**config.mk**
```make
export PLATFORM = sky130hd
export DESIGN_NAME = twiddle_multiplier
export DESIGN_NICKNAME = d
export VERILOG_FILES = /design/src/rtl/twiddle_multiplier.sv
export SDC_FILE = /design/constraint.sdc
export NUM_CORES = 2
export LEC_CHECK = 0
export ABC_AREA = 1
export CORE_MARGIN = 1
export CORE_UTILIZATION = 61
export CTS_BUF_LIST = sky130_fd_sc_hd__clkbuf_16
export DETAILED_ROUTE_END_ITERATION = 10
export PLACE_DENSITY = 0.78
export SYNTH_ARGS = -nofsm -noshare
export SYNTH_HDL_FRONTEND = slang
export SYNTH_SLANG_ARGS = --single-unit
export TNS_END_PERCENT = 50
```
**constraint.sdc**
```tcl
create_clock -name clk -period 19.9 [get_ports clk]
set_clock_uncertainty 0.15 [all_clocks]
set_input_delay 3.98 -clock clk [delete_from_list [all_inputs] [get_ports clk]]
set_output_delay 3.98 -clock clk [all_outputs]
set_load 0.05 [all_outputs]
```
**src/rtl/twiddle_multiplier.sv**
```systemverilog
// Complex sample x W16^sel twiddle multiplier for the pipelined FFT datapath.
// Three-stage pipeline: input capture, partial products, combine/round/saturate.
module twiddle_multiplier #(
  parameter int unsigned DW = 16,
  parameter int unsigned TW = 16
) (
  input  logic                 clk,
  input  logic                 rst,
  input  logic                 in_valid,
  input  logic [2:0]           sel,
  input  logic signed [DW-1:0] din_re,
  input  logic signed [DW-1:0] din_im,
  input  logic                 ovf_clr,
  output logic                 dout_valid,
  output logic signed [DW-1:0] dout_re,
  output logic signed [DW-1:0] dout_im,
  output logic                 ovf
);

  localparam int unsigned PW = DW + TW;
  localparam int unsigned FW = DW + TW + 1;

  localparam logic signed [FW-1:0] RND  = FW'(2 ** (TW - 2));
  localparam logic signed [FW-1:0] MAXV = FW'(2 ** (DW - 1) - 1);
  localparam logic signed [FW-1:0] MINV = ~MAXV;

  // Clamp a wide signed value into DW bits; MSB of the result flags saturation.
  function automatic logic [DW:0] sat(input logic signed [FW-1:0] x);
    if (x > MAXV) begin
      sat = {1'b1, MAXV[DW-1:0]};
    end else if (x < MINV) begin
      sat = {1'b1, MINV[DW-1:0]};
    end else begin
      sat = {1'b0, x[DW-1:0]};
    end
  endfunction

  // Stage 1 state
  logic                 s1_valid;
  logic [2:0]           s1_sel;
  logic signed [DW-1:0] s1_re;
  logic signed [DW-1:0] s1_im;

  // Stage 2 state
  logic                 s2_valid;
  logic [2:0]           s2_sel;
  logic signed [DW-1:0] s2_re;
  logic signed [DW-1:0] s2_im;
  logic signed [PW-1:0] p_ac;
  logic signed [PW-1:0] p_bd;
  logic signed [PW-1:0] p_ad;
  logic signed [PW-1:0] p_bc;

  // Twiddle coefficients for the stage-1 sample
  logic signed [TW-1:0] coef_re_c;
  logic signed [TW-1:0] coef_im_c;

  // Stage 3 combinational result
  logic signed [FW-1:0] re_full;
  logic signed [FW-1:0] im_full;
  logic signed [FW-1:0] re_shr;
  logic signed [FW-1:0] im_shr;
  logic signed [FW-1:0] neg_a;
  logic signed [DW-1:0] res_re_c;
  logic signed [DW-1:0] res_im_c;
  logic                 sat_re_c;
  logic                 sat_im_c;

  // Capture the incoming sample; data and sel only move on a valid slot.
  always_ff @(posedge clk or posedge rst) begin
    if (rst) begin
      s1_valid <= 1'b0;
      s1_sel   <= 3'd0;
      s1_re    <= '0;
      s1_im    <= '0;
    end else begin
      s1_valid <= in_valid;
      if (in_valid) begin
        s1_sel <= sel;
        s1_re  <= din_re;
        s1_im  <= din_im;
      end
    end
  end

  // Twiddle ROM, W16^k = c + j*d in Q1.15; k=0 and k=4 bypass the multipliers.
  always_comb begin
    coef_re_c = '0;
    coef_im_c = '0;
    case (s1_sel)
      3'd1: begin coef_re_c = TW'(30274);  coef_im_c = TW'(-12540); end
      3'd2: begin coef_re_c = TW'(23170);  coef_im_c = TW'(-23170); end
      3'd3: begin coef_re_c = TW'(12540);  coef_im_c = TW'(-30274); end
      3'd5: begin coef_re_c = TW'(-12540); coef_im_c = TW'(-30274); end
      3'd6: begin coef_re_c = TW'(-23170); coef_im_c = TW'(-23170); end
      3'd7: begin coef_re_c = TW'(-30274); coef_im_c = TW'(-12540); end
      default: begin coef_re_c = '0; coef_im_c = '0; end
    endcase
  end

  // Register the four partial products alongside the raw sample.
  always_ff @(posedge clk or posedge rst) begin
    if (rst) begin
      s2_valid <= 1'b0;
      s2_sel   <= 3'd0;
      s2_re    <= '0;
      s2_im    <= '0;
      p_ac     <= '0;
      p_bd     <= '0;
      p_ad     <= '0;
      p_bc     <= '0;
    end else begin
      s2_valid <= s1_valid;
      s2_sel   <= s1_sel;
      s2_re    <= s1_re;
      s2_im    <= s1_im;
      p_ac     <= PW'(s1_re) * PW'(coef_re_c);
      p_bd     <= PW'(s1_im) * PW'(coef_im_c);
      p_ad     <= PW'(s1_re) * PW'(coef_im_c);
      p_bc     <= PW'(s1_im) * PW'(coef_re_c);
    end
  end

  // Combine, round half-up, saturate; select bypass / -j special cases.
  always_comb begin
    re_full  = FW'(p_ac) - FW'(p_bd);
    im_full  = FW'(p_ad) + FW'(p_bc);
    re_shr   = (re_full + RND) >>> (TW - 1);
    im_shr   = (im_full + RND) >>> (TW - 1);
    neg_a    = -FW'(s2_re);
    res_re_c = '0;
    res_im_c = '0;
    sat_re_c = 1'b0;
    sat_im_c = 1'b0;
    case (s2_sel)
      3'd0: begin
        res_re_c = s2_re;
        res_im_c = s2_im;
      end
      3'd4: begin
        res_re_c             = s2_im;
        {sat_im_c, res_im_c} = sat(neg_a);
      end
      default: begin
        {sat_re_c, res_re_c} = sat(re_shr);
        {sat_im_c, res_im_c} = sat(im_shr);
      end
    endcase
  end

  // Output register; data holds across invalid slots.
  always_ff @(posedge clk or posedge rst) begin
    if (rst) begin
      dout_valid <= 1'b0;
      dout_re    <= '0;
      dout_im    <= '0;
    end else begin
      dout_valid <= s2_valid;
      if (s2_valid) begin
        dout_re <= res_re_c;
        dout_im <= res_im_c;
      end
    end
  end

  // Sticky overflow; a valid saturating result wins over a same-cycle clear.
  always_ff @(posedge clk or posedge rst) begin
    if (rst) begin
      ovf <= 1'b0;
    end else if (s2_valid && (sat_re_c || sat_im_c)) begin
      ovf <= 1'b1;
    end else if (ovf_clr) begin
      ovf <= 1'b0;
    end
  end

endmodule

```
==> impl_metrics.py <==
metrics = {
    "global_routing": {
        "grt_pass1_wl_mm": 208,
        "antenna_found_initial": 3,
        "grt_max_degree": 93,
        "overflow": 0,
        "grt_pass1_vias": 38300,
        "gr-usage-all-layers": 0.355,
    },
    "placed_design": {
        "dp_hpwl_mm": 112,
        "port_buffers": 72,
        "place.gp.congestion": 1.04,
    },
    "die": {
        "fp.dieW_um": 277,
        "die_h_um": 277,
        "coreArea_um2": 74700,
        "start_util": 0.619,
        "ios": 73,
        "dieArea_um2": 76900,
        "std_cell_rows": 100,
    },
    "yosys": {
        "synthesis.nets": 6891,
        "synth-edff-count": 0,
        "synth-main-ff-cell": "dfrtp_1",
        "synth.most_common_cell": "inv_1",
        "synth-seq-cells": 230,
        "ys_types": 50,
        "netlist_top_cells_count": "inv_1 (1474), nand2_1 (946), fa_1 (888), nor2_1 (516), ha_1 (494)",
        "synth_top_cell_by_area": "fa_1",
        "syn_inst": 5470,
        "syn_avg_cell_area_um2": 8.45,
        "netlist_area_um2": 46200,
        "synth_top_area_frac": 0.385,
        "yosys_warnings": 0,
        "ys_top_cells_by_area": "fa_1 (38%), ha_1 (13%), dfrtp_1 (12%), inv_1 (12%), nand2_1 (7.7%)",
        "async_flop_share": 1.00,
        "ys_seq_area_frac": 0.125,
    },
    "setup_path": {
        "critPathCaptureType": "flip-flop",
        "cp.required_ns": 20.26,
        "path_common_cell": "fa_1",
        "crit_arrival_ns": 8.61,
        "critPathMaxFanout": 39,
        "max_stage_delay_ns": 0.75,
        "worstSetupPathType": "flip-flop to flip-flop",
        "slowest_stage": "clkinv_1",
        "start_kind": "flip-flop",
        "ff2ff_path_depth": 25,
    },
    "cts": {
        "cts_tree": "yes",
        "post_cts_buffers": 0,
        "cts.path.max_buffers": 3,
        "cts_made_buffers": 28,
        "clk_latency_ns": 0.60,
        "root_buffer": "clkbuf_16",
        "clock_sinks": 230,
        "clk_pin_slew_ns": 0.06,
        "h-tree-depth": 1,
        "hold_buffers": 0,
        "cts_resized": 0,
    },
    "detailed_routing": {
        "finalWirelength_mm": 132,
        "drtPass1Iterations": 7,
        "drcViolationCount": 0,
        "routedWlPerCell_um": 20.3,
        "drtIter0Drc": 3109,
        "post_drt_via_cell_ratio": 5.59,
        "ant_nets": 0,
        "vias": 36300,
    },
    "sta": {
        "tns_ns": 0,
        "period_share": 0.415,
        "slew_viol_final": 0,
        "worstMarginPinSlew_ns": 1.04,
        "finalHoldViolCount": 0,
        "rsz0062_at_grt": "no",
        "layout_min_cycle_time_ns": 8.25,
        "fmax_ghz": 0.121,
        "relSlewSlack": 0.308,
        "setup_violations": 0,
    },
    "cells_and_area": {
        "drive_gt1_frac": 0.0237,
        "fin_nets": 6920,
        "area_delta_synth_final_pct": 5.79,
    },
    "min_path": {
        "hold_depth": 0,
        "hold_path_class": "flip-flop to flip-flop",
    },
    "outcome": {
        "status": "finished, final reports clean",
    },
    "job": {
        "maxCapViolations": 0,
    },
}
[final cells by class]
type	instances	area, um^2
inverter	1500	5640
sequential	230	5760
antenna	2	5.00
clock buffer	29	726
timing repair buffer	99	918
clock inverter	23	225
fill	6235	25800
multi-input combinational	3640	34400
tap	969	1210
[path summary, 6_finish.rpt]
check / startpoint / end / slack [ns]
max in group asynchronous: rst / s1_im[15] / 14.34
min in group asynchronous: rst / dout_re[14] / 3.73
max reg2reg: s1_sel[0] / p_ad[30] / 11.65
min: s1_valid / s2_valid / 0.29
max: s1_sel[0] / p_ad[30] / 11.65
min reg2reg: s1_valid / s2_valid / 0.29
[layout by cell type, fill, tap and decap left out, types with 83 or more instances in the layout]
cell / count
ha_1: 494
xor2_1: 83
a21oi_1: 208
fa_1: 888
nand3_1: 113
nand2_1: 946
dfrtp_1: 230
o21ai_0: 113
inv_1: 1475
nor2_1: 513
[registers in the layout (all words and copies together), names as in the netlist]
name / flops
s2_re: 16
s1_im: 16
s1_re: 16
s2_valid: 1
s1_valid: 1
dout_im: 16
p_ad: 31
s2_im: 16
s2_sel: 3
p_ac: 31
p_bc: 31
dout_re: 16
s1_sel: 3
ovf: 1
p_bd: 31
dout_valid: 1
[per-layer routing]
layer,part of all wire,track usage
met1,0.39,0.466
met2,0.46,0.561
met3,0.10,0.0815
met4,0.054,0.162
met5,0.00088,0.0138
[worst max-delay path, delay by kind of cell (launching register included)]
family | cells | cell delay (ns)
AND/OR/NAND/NOR | 3 | 0.34
XOR/XNOR | 1 | 0.18
buffers and inverters | 8 | 1.90
AO/OA/AOI/OAI | 6 | 1.90
adder cells (fa/ha/maj) | 7 | 3.32
flip-flops | 1 | 0.36
[kinds of logic after synthesis]
| logic type | after synthesis | synth area share |
|---|---|---|
| xor+xnor | 165 | 0.0313 |
| compound gates | 421 | 0.0501 |
| buf+inv | 1600 | 0.131 |
| flops | 230 | 0.125 |
| simple gates | 1672 | 0.145 |
| fa+ha+maj | 1382 | 0.518 |
[stage by stage]
stage	area, um^2	util	worst slack [ns]	hold slack, ns	std cells
2_1_floorplan	46200	-	9.47	0.181	5470
3_3_place_gp	47900	0.642	12.01	0.279	6438
3_5_place_dp	47900	0.642	11.87	0.269	6438
4_1_cts	48900	0.654	11.80	0.285	6490
5_1_grt	48900	0.654	11.35	0.278	6490
6_report	48900	0.655	11.65	0.292	6492
Power is left out: the tool's default activity adds up to more than one toggle a clock period on the data nets, which glitch-free logic cannot reach.
